--- src/rtl/data_mem_if.sv ---
// data_mem_if: CPU-side request/response handshake of the data memory controller.
interface data_mem_if;
  logic        req_valid;
  logic        req_ready;
  logic [2:0]  req_ldst;
  logic [31:0] req_addr;
  logic [31:0] req_wdata;
  logic        resp_valid;
  logic [31:0] resp_rdata;
  logic        resp_err;
  modport master(output req_valid, req_ldst, req_addr, req_wdata, input req_ready, resp_valid, resp_rdata, resp_err);
  modport slave(input req_valid, req_ldst, req_addr, req_wdata, output req_ready, resp_valid, resp_rdata, resp_err);
endinterface

--- src/rtl/data_mem_ctrl.sv ---
// data_mem_ctrl: load/store sequencer for a single-port BRAM plus switch/LED MMIO registers.
module data_mem_ctrl #(
  parameter int          ADDR_W    = 14,
  parameter logic [31:0] MMIO_BASE = 32'hFFFF_FF00,
  parameter int          SW_W      = 8,
  parameter int          LED_W     = 32
) (
  input  logic              clk,
  input  logic              rst,
  data_mem_if.slave         bus,
  output logic [ADDR_W-1:0] mem_addr,
  output logic              mem_we,
  output logic [31:0]       mem_wdata,
  input  logic [31:0]       mem_rdata,
  input  logic [SW_W-1:0]   switches,
  output logic [LED_W-1:0]  led_out
);
  typedef enum logic [1:0] {IDLE, RD, WR, RESP} state_t;
  state_t state;
  logic [2:0] l_ldst;
  logic [1:0] l_off;
  logic [ADDR_W-1:0] l_waddr;
  logic [31:0] l_wdata;
  logic late;
  logic [SW_W-1:0] sw_meta, sw_sync;
  logic [31:0] a, mmio_word;
  logic [29:0] mmio_idx;
  logic is_st, is_half, is_word, misal, is_mmio, in_bram, mmio_sw, mmio_led, acc_err;
  function automatic logic [31:0] extract(input logic [2:0] l, input logic [1:0] o, input logic [31:0] w);
    logic [7:0] b;
    logic [15:0] h;
    b = 8'(w >> {o, 3'b000});
    h = o[1] ? w[31:16] : w[15:0];
    return l == 3'd0 ? {{24{b[7]}}, b} : l == 3'd1 ? {{16{h[15]}}, h} :
           l == 3'd3 ? {24'd0, b} : l == 3'd4 ? {16'd0, h} : w;
  endfunction
  function automatic logic [31:0] merge(input logic [2:0] l, input logic [1:0] o, input logic [31:0] old, input logic [31:0] wd);
    logic [31:0] m, d;
    m = l == 3'd5 ? 32'hff << {o, 3'b000} : l == 3'd6 ? (o[1] ? 32'hffff_0000 : 32'h0000_ffff) : 32'hffff_ffff;
    d = l == 3'd5 ? {4{wd[7:0]}} : l == 3'd6 ? {2{wd[15:0]}} : wd;
    return (old & ~m) | (d & m);
  endfunction
  assign a         = bus.req_addr;
  assign is_st     = bus.req_ldst >= 3'd5;
  assign is_half   = bus.req_ldst == 3'd1 || bus.req_ldst == 3'd4 || bus.req_ldst == 3'd6;
  assign is_word   = bus.req_ldst == 3'd2 || bus.req_ldst == 3'd7;
  assign misal     = (is_half && a[0]) || (is_word && a[1:0] != 2'b00);
  assign is_mmio   = a >= MMIO_BASE;
  assign mmio_idx  = a[31:2] - MMIO_BASE[31:2];
  assign mmio_sw   = mmio_idx == 30'd0;
  assign mmio_led  = mmio_idx == 30'd1;
  assign in_bram   = (a >> (ADDR_W + 2)) == 32'd0;
  assign acc_err   = misal || (is_mmio ? !(mmio_sw || mmio_led) : !in_bram);
  assign mmio_word = mmio_led ? 32'(led_out) : 32'(sw_sync);
  assign bus.req_ready = state == IDLE;
  // Drive the request address straight through in IDLE so the BRAM read launches on the acceptance edge.
  assign mem_addr  = state == IDLE ? a[ADDR_W+1:2] : l_waddr;
  always_ff @(posedge clk or posedge rst)
    if (rst) begin
      state          <= IDLE;
      l_ldst         <= '0;
      l_off          <= '0;
      l_waddr        <= '0;
      l_wdata        <= '0;
      late           <= 1'b0;
      sw_meta        <= '0;
      sw_sync        <= '0;
      mem_we         <= 1'b0;
      mem_wdata      <= '0;
      led_out        <= '0;
      bus.resp_valid <= 1'b0;
      bus.resp_rdata <= '0;
      bus.resp_err   <= 1'b0;
    end else begin
      bus.resp_valid <= 1'b0;
      sw_meta        <= switches;
      sw_sync        <= sw_meta;
      case (state)
        IDLE: if (bus.req_valid) begin
          l_ldst  <= bus.req_ldst;
          l_off   <= a[1:0];
          l_waddr <= a[ADDR_W+1:2];
          l_wdata <= bus.req_wdata;
          // MMIO and error replies are ready now but held one cycle to match the BRAM load latency.
          if (acc_err || is_mmio) begin
            state          <= RESP;
            late           <= 1'b1;
            bus.resp_err   <= acc_err;
            bus.resp_rdata <= (acc_err || is_st) ? 32'd0 : extract(bus.req_ldst, a[1:0], mmio_word);
            if (!acc_err && is_st && mmio_led) led_out <= LED_W'(merge(bus.req_ldst, a[1:0], 32'(led_out), bus.req_wdata));
          end else begin
            state     <= bus.req_ldst == 3'd7 ? WR : RD;
            mem_we    <= bus.req_ldst == 3'd7;
            mem_wdata <= bus.req_wdata;
          end
        end
        RD: if (l_ldst >= 3'd5) begin
          state     <= WR;
          mem_we    <= 1'b1;
          mem_wdata <= merge(l_ldst, l_off, mem_rdata, l_wdata);
        end else begin
          state          <= RESP;
          bus.resp_valid <= 1'b1;
          bus.resp_err   <= 1'b0;
          bus.resp_rdata <= extract(l_ldst, l_off, mem_rdata);
        end
        WR: begin
          state          <= RESP;
          mem_we         <= 1'b0;
          bus.resp_valid <= 1'b1;
          bus.resp_err   <= 1'b0;
          bus.resp_rdata <= '0;
        end
        default: begin
          state          <= IDLE;
          bus.resp_valid <= late;
          late           <= 1'b0;
        end
      endcase
    end
endmodule

--- src/flat_wrapper.sv ---
// flat-port wrapper written by rule: the top's interface ports become plain ports
module data_mem_ctrl_flat 
#(
  parameter int          ADDR_W    = 14,
  parameter logic [31:0] MMIO_BASE = 32'hFFFF_FF00,
  parameter int          SW_W      = 8,
  parameter int          LED_W     = 32
)
  (clk, rst, mem_addr, mem_we, mem_wdata, mem_rdata, switches, led_out, bus_req_valid, bus_req_ldst, bus_req_addr, bus_req_wdata, bus_req_ready, bus_resp_valid, bus_resp_rdata, bus_resp_err);
  data_mem_if bus_i ();
  input  logic clk;
  input  logic rst;
  output logic [ADDR_W-1:0] mem_addr;
  output logic mem_we;
  output logic [31:0] mem_wdata;
  input  logic [31:0] mem_rdata;
  input  logic [SW_W-1:0] switches;
  output logic [LED_W-1:0] led_out;
  input wire logic [$bits(bus_i.req_valid)-1:0] bus_req_valid;
  input wire logic [$bits(bus_i.req_ldst)-1:0] bus_req_ldst;
  input wire logic [$bits(bus_i.req_addr)-1:0] bus_req_addr;
  input wire logic [$bits(bus_i.req_wdata)-1:0] bus_req_wdata;
  output wire logic [$bits(bus_i.req_ready)-1:0] bus_req_ready;
  output wire logic [$bits(bus_i.resp_valid)-1:0] bus_resp_valid;
  output wire logic [$bits(bus_i.resp_rdata)-1:0] bus_resp_rdata;
  output wire logic [$bits(bus_i.resp_err)-1:0] bus_resp_err;
  assign bus_i.req_valid = bus_req_valid;
  assign bus_i.req_ldst = bus_req_ldst;
  assign bus_i.req_addr = bus_req_addr;
  assign bus_i.req_wdata = bus_req_wdata;
  assign bus_req_ready = bus_i.req_ready;
  assign bus_resp_valid = bus_i.resp_valid;
  assign bus_resp_rdata = bus_i.resp_rdata;
  assign bus_resp_err = bus_i.resp_err;
  data_mem_ctrl #(.ADDR_W(ADDR_W), .MMIO_BASE(MMIO_BASE), .SW_W(SW_W), .LED_W(LED_W)) u_core (.clk(clk), .rst(rst), .bus(bus_i), .mem_addr(mem_addr), .mem_we(mem_we), .mem_wdata(mem_wdata), .mem_rdata(mem_rdata), .switches(switches), .led_out(led_out));
endmodule
--- config.mk ---
export PLATFORM = sky130hd
export DESIGN_NAME = data_mem_ctrl_flat
export DESIGN_NICKNAME = d
export VERILOG_FILES = /design/src/rtl/data_mem_if.sv /design/src/rtl/data_mem_ctrl.sv /design/src/flat_wrapper.sv
export SDC_FILE = /design/constraint.sdc
export NUM_CORES = 1
export LEC_CHECK = 0
export CORE_MARGIN = 2
export CORE_UTILIZATION = 57
export CTS_BUF_LIST = sky130_fd_sc_hd__clkbuf_8
export DETAILED_ROUTE_END_ITERATION = 8
export PLACE_DENSITY = 0.85
export SYNTH_ARGS = -nofsm -noshare
export SYNTH_HDL_FRONTEND = slang
export SYNTH_SLANG_ARGS = --single-unit
--- constraint.sdc ---
create_clock -name clk -period 12.77 [get_ports clk]
set_input_delay 2.554 -clock clk [delete_from_list [all_inputs] [get_ports clk]]
set_output_delay 2.554 -clock clk [all_outputs]
set_load 0.01 [all_outputs]
==> results of run 1 <==
==> through the flow <==
step,util (%),hold slack (ns),std cells,setup WS [ns]
4_1_cts,73.15,0.3596,1535,6.374
3_3_place_gp,70.83,0.3316,1503,6.388
3_5_place_dp,70.83,0.3396,1503,6.383
2_1_floorplan,-,0.3312,1120,5.641
5_1_grt,73.15,0.3678,1535,6.340
6_report,73.15,0.3570,1535,6.363
==> layer usage <==
metal	vias up	global-route usage, %	routed length (um)
met4	0	19.12	1963
met5	-	0	0
met3	177	11.60	4546
met2	720	56.64	16100
li1	4394	-	-
met1	4822	46.12	12640
==> how the worst max path moves through the flow <==
stage,endpoint,startpoint,slack (ns),cells after the start
after floorplan,async pin,rst,5.64,1
after global placement,mem_addr[0],bus_req_addr[2],6.39,3
after detailed placement,mem_addr[0],bus_req_addr[2],6.38,3
after CTS,mem_addr[0],bus_req_addr[2],6.37,3
after global routing,mem_addr[0],bus_req_addr[2],6.34,3
final,mem_addr[0],bus_req_addr[2],6.36,3
==> cell families after synthesis <==
kind of cell               share of synthesized area [%]
xor gates and xnor gates                          0.1702
DFF                                                41.07
and+or+nand+nor                                    12.03
adders and majority gates                         0.4861
buffers and inverters                              3.925
AOI/OAI and AO/OA                                  19.43
muxes                                              22.88
==> area by class of cell <==
cell class,count,area share [%]
Inverter,19,0.5848
Clock buffer,17,1.793
Tap cell,229,2.195
Sequential cell,169,32.40
Clock inverter,15,1.390
Timing Repair Buffer,237,17.91
Multi-Input combinational cell,849,43.73
==> where the power goes <==
part | switching (W) | total [W] | leakage [nW] | internal, W
sequential | 0.000146 | 0.000878 | 2.08 | 0.000732
clock | 0.000225 | 0.000406 | 0.202 | 0.000181
combinational | 0.000837 | 0.00157 | 3.21 | 0.000737
total | 0.00121 | 0.00286 | 5.49 | 0.00165
==> critical path: cells and delay by family <==
kind | cells | cell delay (ns)
multiplexers | 1 | 0.19
buffers and inverters | 2 | 1.12
==> synth_stat cells, types with 3 or more instances <==
library cell | instances | area (sq um)
a21oi_1 | 192 | 960.9
dfrtp_1 | 169 | 4229
nor2_1 | 142 | 533.0
mux2_2 | 127 | 1430
o21ai_0 | 90 | 450.4
nand2_1 | 79 | 296.5
clkbuf_1 | 71 | 266.5
mux2i_1 | 61 | 610.6
o22ai_1 | 25 | 156.4
inv_1 | 19 | 71.32
mux4_2 | 14 | 315.3
nand2b_1 | 10 | 62.56
nand3_1 | 10 | 50.05
nor3_1 | 10 | 50.05
and2_1 | 8 | 50.05
a211oi_1 | 6 | 45.04
a31o_2 | 6 | 52.55
nand4_1 | 6 | 37.54
and3_1 | 5 | 31.28
buf_1 | 5 | 18.77
buf_2 | 5 | 25.02
o2111ai_1 | 5 | 43.79
o221ai_1 | 5 | 43.79
ha_1 | 4 | 50.05
nor2b_1 | 4 | 25.02
a21boi_0 | 3 | 22.52
nor4_1 | 3 | 18.77
o21ai_1 | 3 | 15.01
==> flow_summary_export.csv, run 1 <==
group,metric,value,unit
run_status,outcome,"complete, no violations",
worst_setup_path,worstPathCellList,"clkdlybuf4s50_1 > mux2_2 > clkdlybuf4s50_1",
final_layout,most-common-layout-cells,"clkdlybuf4s50_1 (223), a21oi_1 (191), dfrtp_1 (169)",
placement,detailed_place_hpwl,25550,um
final_layout,mostFrequentLayoutCell,"clkdlybuf4s50_1",
synth,synth.yosys.warnings,0,
worst_setup_path,slowest_stage,"clkdlybuf4s50_1",
power_and_ir_drop,static-leakage-power,5.487,nW
cts,cts_hold_buffers,0,
floorplanning,num_rows,49,
sta,clock_skew,0.01099,ns
sta,grt_setup_unrepaired,"false",
placement,placement.cell_area,12640,sq um
synth,synth_cell_type_count,55,
cts,cts_htree_levels,4,
final_layout,area.growth.synth_to_final,26.76,%
sta,fin_tns_setup,0,ns
detailed_routing,drt_pre_antenna_iters,8,
sta,period_needed,6.407,ns
sta,final_hold_viol_count,0,
final_layout,seq_area,4229,sq um
worst_setup_path,cpPeakStageDelay,0.58,ns
floorplanning,die_height,138.4,um
worst_setup_path,worstSetupEndpointType,"output port",
placement,portBuffers,223,
detailed_routing,route.final.wire_length,35240,um
cts,cts_num_sinks,169,
cts,postCtsSetupRepairBufs,0,
cts,cts_resized,0,
detailed_routing,route.vias.total,10110,
worst_hold_path,hold-path-cell-count,0,
worst_setup_path,critical_path.reg2reg.endpoint,"u_core.mem_wdata[28]",
run,cap_viol_max_count,0,
global_route,first_pass_grt_wire_length,54390,um
cts,cts.path.max_buffers,2,
synth,synth_enable_flop_cells,0,
sta,final-setup-viol-count,0,
synth,synth.net_count,1234,
placement,gp_congestion,0.9631,
worst_setup_path,worst-r2r-cell-count,7,
worst_setup_path,r2r_start,"u_core.l_ldst[0]",
worst_setup_path,start_kind,"primary input",
cts,cts_root_buf,"clkbuf_8",
global_route,overflow,0,
detailed_routing,first_iter_violations,1365,
sta,layout_worst_path_cycle_share,50.17,%
sta,report.final.slew_viol_count,0,
detailed_routing,vias_per_cell,6.588,
detailed_routing,average_wire_per_standard_cell,22.96,um
worst_setup_path,worstSetupPathType,"in -> out",
worst_setup_path,crit_top_cell,"clkdlybuf4s50_1",
synth,ys_seq_elements,169,
floorplanning,die_boundary_width,138.4,um
global_route,via_count_of_the_first_global_routing_pass,9657,
global_route,grtUsageTotal,36.53,%
detailed_routing,drtAntennaViolNets,0,
cts,clock_insertion_delay_worst_skew,0.49,ns
synth,syn_inst,1120,
synth,seq_area_frac_synth,41.07,%
worst_hold_path,hold_path.startpoint,"u_core.sw_meta[2]",
final_layout,fillerInstances,1315,
final_layout,multiInputGateArea,5707,sq um
detailed_routing,post-route-drc-count,0,
synth,synth_ff_type,"dfrtp_1",
worst_hold_path,hold_class,"reg -> reg",
worst_setup_path,crit_arrival,3.85,ns
final_layout,layout-drive-gt1-share,16.08,%
floorplanning,initial_utilization,57.71,%
worst_hold_path,hold_end,"u_core.sw_sync[2]",
worst_setup_path,cp.required,10.22,ns
global_route,grt_start_max_net_pins,123,
sta,maxSlewHeadroom,6.440,%
cts,tritoncts,"yes",
sta,timing.fmax,0.1561,GHz
cts,clk_transition_reported_paths,0.09,ns
synth,fraction_of_registers_with_async_set_reset,100.0,%
global_route,antenna_found_initial,0,
floorplanning,die_area,19150,sq um
synth,mappedNetlistArea,10300,sq um
final_layout,finish.instance_area,13050,sq um
power_and_ir_drop,design_power_total,0.002857,W
synth,post_synth.cell_area_avg,9.193,sq um
worst_setup_path,timing.reg2reg.setup_slack,9.42,ns
floorplanning,ios,224,
power_and_ir_drop,vdd_ir_drop_max,188.1,uV
worst_setup_path,cp_max_fo,5,
floorplanning,core_region_area,17840,sq um
sta,max_slew.worst_pin.slew,1.403,ns
final_layout,finalNetCount,1407,
power_and_ir_drop,power_per_cell_area,218.9,nW/um^2
final_layout,antennaDiodeCount,0,
cts,cts-buffers-inserted,17,
No activity file was read; power rests on OpenSTA's default activity.
==> run 2: changes to the inputs <==
Settings changed: CORE_UTILIZATION 57 to 48, PLACE_DENSITY 0.85 to 0.76.
Clock period 12.77 ns to 5.57 ns, I/O delays scaled along.
==> flow_summary_export.csv, run 2 (same netlist as run 1, synthesis figures left out) <==
group,metric,value,unit
detailed_routing,route.final.wire_length,36140,um
worst_hold_path,hold_class,"reg -> reg",
final_layout,multiInputGateArea,5707,sq um
worst_setup_path,cp.required,5.98,ns
sta,max_slew.worst_pin.slew,1.218,ns
sta,final-setup-viol-count,0,
global_route,overflow,0,
detailed_routing,drt_pre_antenna_iters,5,
placement,gp_congestion,0.9868,
sta,timing.fmax,0.2195,GHz
power_and_ir_drop,p_switching,0.002758,W
floorplanning,die_height,150.5,um
worst_setup_path,cpPeakStageDelay,0.85,ns
power_and_ir_drop,clockPowerShare,14.0,%
power_and_ir_drop,p_int,0.003791,W
placement,detailed_place_hpwl,26370,um
sta,grt_setup_unrepaired,"false",
final_layout,fillerInstances,1773,
detailed_routing,drtAntennaViolNets,0,
detailed_routing,first_iter_violations,1206,
worst_setup_path,start_kind,"primary input",
worst_setup_path,worst-path-buf-inv,2,
power_and_ir_drop,vdd_ir_drop_max,315.5,uV
sta,final_hold_viol_count,0,
cts,cts_resized,0,
floorplanning,die_boundary_width,150.5,um
sta,maxSlewHeadroom,18.24,%
final_layout,seq_area,4229,sq um
power_and_ir_drop,static-leakage-power,5.522,nW
power_and_ir_drop,p_sw_share,42.11,%
sta,fin_tns_setup,0,ns
worst_setup_path,worstSetupPathType,"in -> reg",
worst_setup_path,worstSetupEndpointType,"flop",
cts,tritoncts,"yes",
cts,cts_hold_buffers,0,
floorplanning,ios,224,
detailed_routing,route.vias.total,9935,
final_layout,antennaDiodeCount,0,
placement,place.detailed.instances,1556,
placement,portBuffers,223,
final_layout,area.growth.synth_to_final,27.77,%
cts,cts_num_sinks,169,
sta,report.final.slew_viol_count,0,
global_route,antenna_found_initial,1,
floorplanning,core_region_area,21020,sq um
final_layout,finalNetCount,1414,
power_and_ir_drop,p_comb_share,55.3,%
floorplanning,initial_utilization,48.98,%
cts,cts_root_buf,"clkbuf_8",
power_and_ir_drop,power_per_cell_area,497.8,nW/um^2
global_route,first_pass_grt_wire_length,54460,um
global_route,grt_start_max_net_pins,170,
cts,cts.path.max_buffers,2,
sta,clock_skew,0.01472,ns
run,cap_viol_max_count,0,
cts,cts_htree_levels,4,
final_layout,layout-drive-gt1-share,16.45,%
cts,clock_insertion_delay_worst_skew,0.47,ns
worst_setup_path,crit_top_cell,"o21ai_0",
sta,layout_worst_path_cycle_share,81.79,%
final_layout,stdcell_count,1588,
cts,postCtsSetupRepairBufs,0,
global_route,via_count_of_the_first_global_routing_pass,9416,
worst_setup_path,slowest_stage,"a221oi_4",
worst_setup_path,critical-path-top-delay-family,"compound AO/OA/AOI/OAI gates",
run_status,outcome,"complete, no violations",
detailed_routing,post-route-drc-count,0,
detailed_routing,average_wire_per_standard_cell,22.76,um
cts,cts-buffers-inserted,17,
final_layout,mostFrequentLayoutCell,"clkdlybuf4s50_1",
cts,clk_transition_reported_paths,0.09,ns
floorplanning,num_rows,53,
sta,period_needed,4.556,ns
detailed_routing,vias_per_cell,6.256,
worst_setup_path,crit_arrival,4.96,ns
worst_setup_path,cp_max_fo,25,
worst_setup_path,timing.reg2reg.setup_slack,2.36,ns
global_route,grtUsageTotal,31.96,%
worst_setup_path,worstPathCellList,"clkdlybuf4s50_1 > nand2b_1 > and3_1 > a211oi_2 > o21ai_0 > a221oi_4 > buf_4 > o2111ai_1 > o21ai_0 > a31o_2",
floorplanning,die_area,22640,sq um
power_and_ir_drop,pwr-share-seq,30.7,%
final_layout,most-common-layout-cells,"clkdlybuf4s50_1 (223), a21oi_1 (191), dfrtp_1 (169)",
==> run 2: through the flow <==
stage	hold slack, ns	instance area, sq um	util, %	power, W	setup WS, ns
4_1_cts	0.3613	13160	62.58	0.006514	1.169
3_3_place_gp	0.3323	12760	60.69	0.005506	0.9176
2_1_floorplan	0.3312	10300	-	0.004251	2.301
6_report	0.3600	13160	62.58	0.006549	1.014
3_5_place_dp	0.3396	12760	60.69	0.005596	0.6947
5_1_grt	0.3692	13160	62.58	0.006956	0.7986
==> run 2: final cells by class <==
type	count	share of cell area (%)
multi-input cells	849	43.38
well taps	275	2.616
clock buffers	17	1.779
inverters	19	0.5707
repair buffers	244	18.26
flip-flops and latches	169	32.15
clock inverters	15	1.246
==> run 2: final timing paths <==
path	from	endpoint	cells past startpoint
worst max register to register	u_core.l_ldst[0]	u_core.bus.resp_rdata[2]	8
worst min-delay path	u_core.sw_meta[3]	u_core.sw_sync[3]	0
worst max-delay path	bus_req_ldst[1]	u_core.bus.resp_rdata[2]	10
max in group asynchronous	rst	async pin	3
min in group asynchronous	rst	u_core.sw_meta[3]	3
worst min register to register	u_core.sw_meta[3]	u_core.sw_sync[3]	0
==> run 2: power by group through the flow <==
| stage | clock network, W | registers, W | logic (W) |
|---|---|---|---|
| finish | 0.000918 | 0.00201 | 0.00362 |
| global route | 0.000970 | 0.00206 | 0.00393 |
| CTS | 0.000921 | 0.00200 | 0.00359 |
| detailed placement | 0 | 0.00202 | 0.00357 |
| global placement | 0 | 0.00201 | 0.00349 |
| floorplan | 0 | 0.00201 | 0.00224 |
==> run 2: routing by layer <==
| layer | vias to the layer above | global-route usage, % | share of wire [%] |
|---|---|---|---|
| met2 | 656 | 48.36 | 44 |
| met1 | 4733 | 42.73 | 39 |
| met5 | - | 0 | 0.028 |
| met4 | 2 | 16.56 | 5.5 |
| met3 | 141 | 7.667 | 11 |
| li1 | 4403 | - | - |
==> run 3: changes to the inputs <==
Settings changed: CORE_UTILIZATION 48 to 53, PLACE_DENSITY 0.76 to 0.8.
Clock period 5.57 ns to 4.5 ns, I/O delays scaled along.
==> flow_summary_export.csv, run 3 (same netlist as run 1, synthesis figures left out) <==
group,metric,value,unit
final_layout,mostFrequentLayoutCell,"clkdlybuf4s50_1",
global_route,antenna_found_initial,1,
sta,timing.fmax,0.2676,GHz
cts,postCtsSetupRepairBufs,0,
cts,tritoncts,"yes",
detailed_routing,route.final.wire_length,35460,um
worst_setup_path,crit_arrival,4.15,ns
detailed_routing,vias_per_cell,6.286,
sta,final_hold_viol_count,0,
detailed_routing,route.vias.total,9919,
cts,cts-buffers-inserted,17,
floorplanning,initial_utilization,54.50,%
worst_setup_path,worstSetupEndpointType,"flop",
worst_setup_path,cp.required,4.91,ns
global_route,via_count_of_the_first_global_routing_pass,9473,
sta,fin_tns_setup,0,ns
cts,cts.path.max_buffers,2,
detailed_routing,drtAntennaViolNets,0,
worst_setup_path,cp_max_fo,60,
sta,report.final.slew_viol_count,0,
sta,period_needed,3.736,ns
final_layout,finalNetCount,1418,
cts,clock_insertion_delay_worst_skew,0.48,ns
global_route,grtUsageTotal,34.65,%
cts,cts_hold_buffers,0,
sta,maxSlewHeadroom,29.29,%
detailed_routing,drt_pre_antenna_iters,7,
power_and_ir_drop,power_per_cell_area,619.5,nW/um^2
detailed_routing,first_iter_violations,1233,
global_route,overflow,0,
floorplanning,core_region_area,18890,sq um
sta,clock_skew,0.01633,ns
placement,gp_congestion,0.9809,
placement,portBuffers,223,
global_route,grt_start_max_net_pins,76,
power_and_ir_drop,static-leakage-power,5.562,nW
worst_hold_path,hold_class,"reg -> reg",
floorplanning,ios,224,
final_layout,area.growth.synth_to_final,28.41,%
cts,clk_transition_reported_paths,0.09,ns
sta,final-setup-viol-count,0,
final_layout,final_core_util,69.98,%
placement,detailed_place_hpwl,26340,um
floorplanning,die_boundary_width,143.4,um
power_and_ir_drop,vdd_ir_drop_max,549.7,uV
worst_setup_path,start_kind,"primary input",
floorplanning,num_rows,50,
sta,max_slew.worst_pin.slew,1.061,ns
global_route,first_pass_grt_wire_length,53830,um
final_layout,layout-drive-gt1-share,16.70,%
cts,cts_num_sinks,169,
cts,cts_htree_levels,4,
floorplanning,die_area,20560,sq um
sta,layout_worst_path_cycle_share,83.03,%
worst_setup_path,worstSetupPathType,"in -> reg",
cts,cts_resized,0,
sta,grt_setup_unrepaired,"false",
run,cap_viol_max_count,0,
run_status,outcome,"complete, no violations",
detailed_routing,post-route-drc-count,0,
floorplanning,die_height,143.4,um
final_layout,most-common-layout-cells,"clkdlybuf4s50_1 (223), a21oi_1 (192), dfrtp_1 (169)",
cts,cts_root_buf,"clkbuf_8",
detailed_routing,average_wire_per_standard_cell,22.47,um
==> run 3: layer usage <==
| metal | part of all wire (%) | vias up | track usage (%) | wire length, um |
|---|---|---|---|---|
| met2 | 47 | 648 | 53.93 | 16530 |
| met5 | 0.020 | - | 0 | 7 |
| met4 | 3.8 | 2 | 15.43 | 1344 |
| met3 | 12 | 112 | 9.464 | 4233 |
| met1 | 38 | 4741 | 45.50 | 13350 |
| li1 | - | 4416 | - | - |
==> run 3: worst paths after layout <==
kind / from / end / slack [ns] / cells after the start
worst min register to register: u_core.sw_meta[7] / u_core.sw_sync[7] / 0.36 / 0
max in group asynchronous: rst / u_core.l_wdata[11] / 2.70 / 3
worst min-delay path: u_core.sw_meta[7] / u_core.sw_sync[7] / 0.36 / 0
worst max register to register: u_core.l_ldst[1] / u_core.bus.resp_rdata[2] / 1.20 / 7
worst max-delay path: bus_req_ldst[2] / u_core.bus.resp_rdata[2] / 0.76 / 10
min in group asynchronous: rst / u_core.sw_meta[3] / 0.92 / 2
==> run 3: power by group <==
part / switching [W] / internal [W] / total [W]
Combinational: 0.00230 / 0.00212 / 0.00442
Clock: 0.000624 / 0.000578 / 0.00120
Sequential: 0.000497 / 0.00208 / 0.00257
==> run 3: critical path, cell delays in order <==
cell and delay, ns:
clkdlybuf4s50_1 0.73, inv_1 0.10, and3_1 0.27, a211oi_2 0.31
o21ai_0 0.27, a221oi_4 0.61, buf_12 0.32, o2111ai_1 0.26
o21ai_0 0.21, a31o_2 0.15
==> run 3: cell type report <==
class	instances	area, sq um
timing repair buffer	248	2457
multi-input combinational	849	5703
antenna	1	2.502
clock buffer	18	247.7
tap	260	325.3
clock inverter	14	181.4
sequential	169	4229
inverter	19	75.07
fill	1488	5672
==> run 3: metrics by stage <==
step	power [W]	hold slack (ns)	worst slack, ns	std cells	instance area, sq um
after floorplan	0.005262	0.3312	1.445	1120	10300
final	0.008191	0.3567	0.7636	1578	13220
after CTS	0.008140	0.3609	0.7726	1577	13220
after global placement	0.006800	0.3325	0.3820	1545	12790
after global routing	0.008681	0.3632	0.6290	1577	13220
after detailed placement	0.006934	0.3364	0.4217	1545	12790
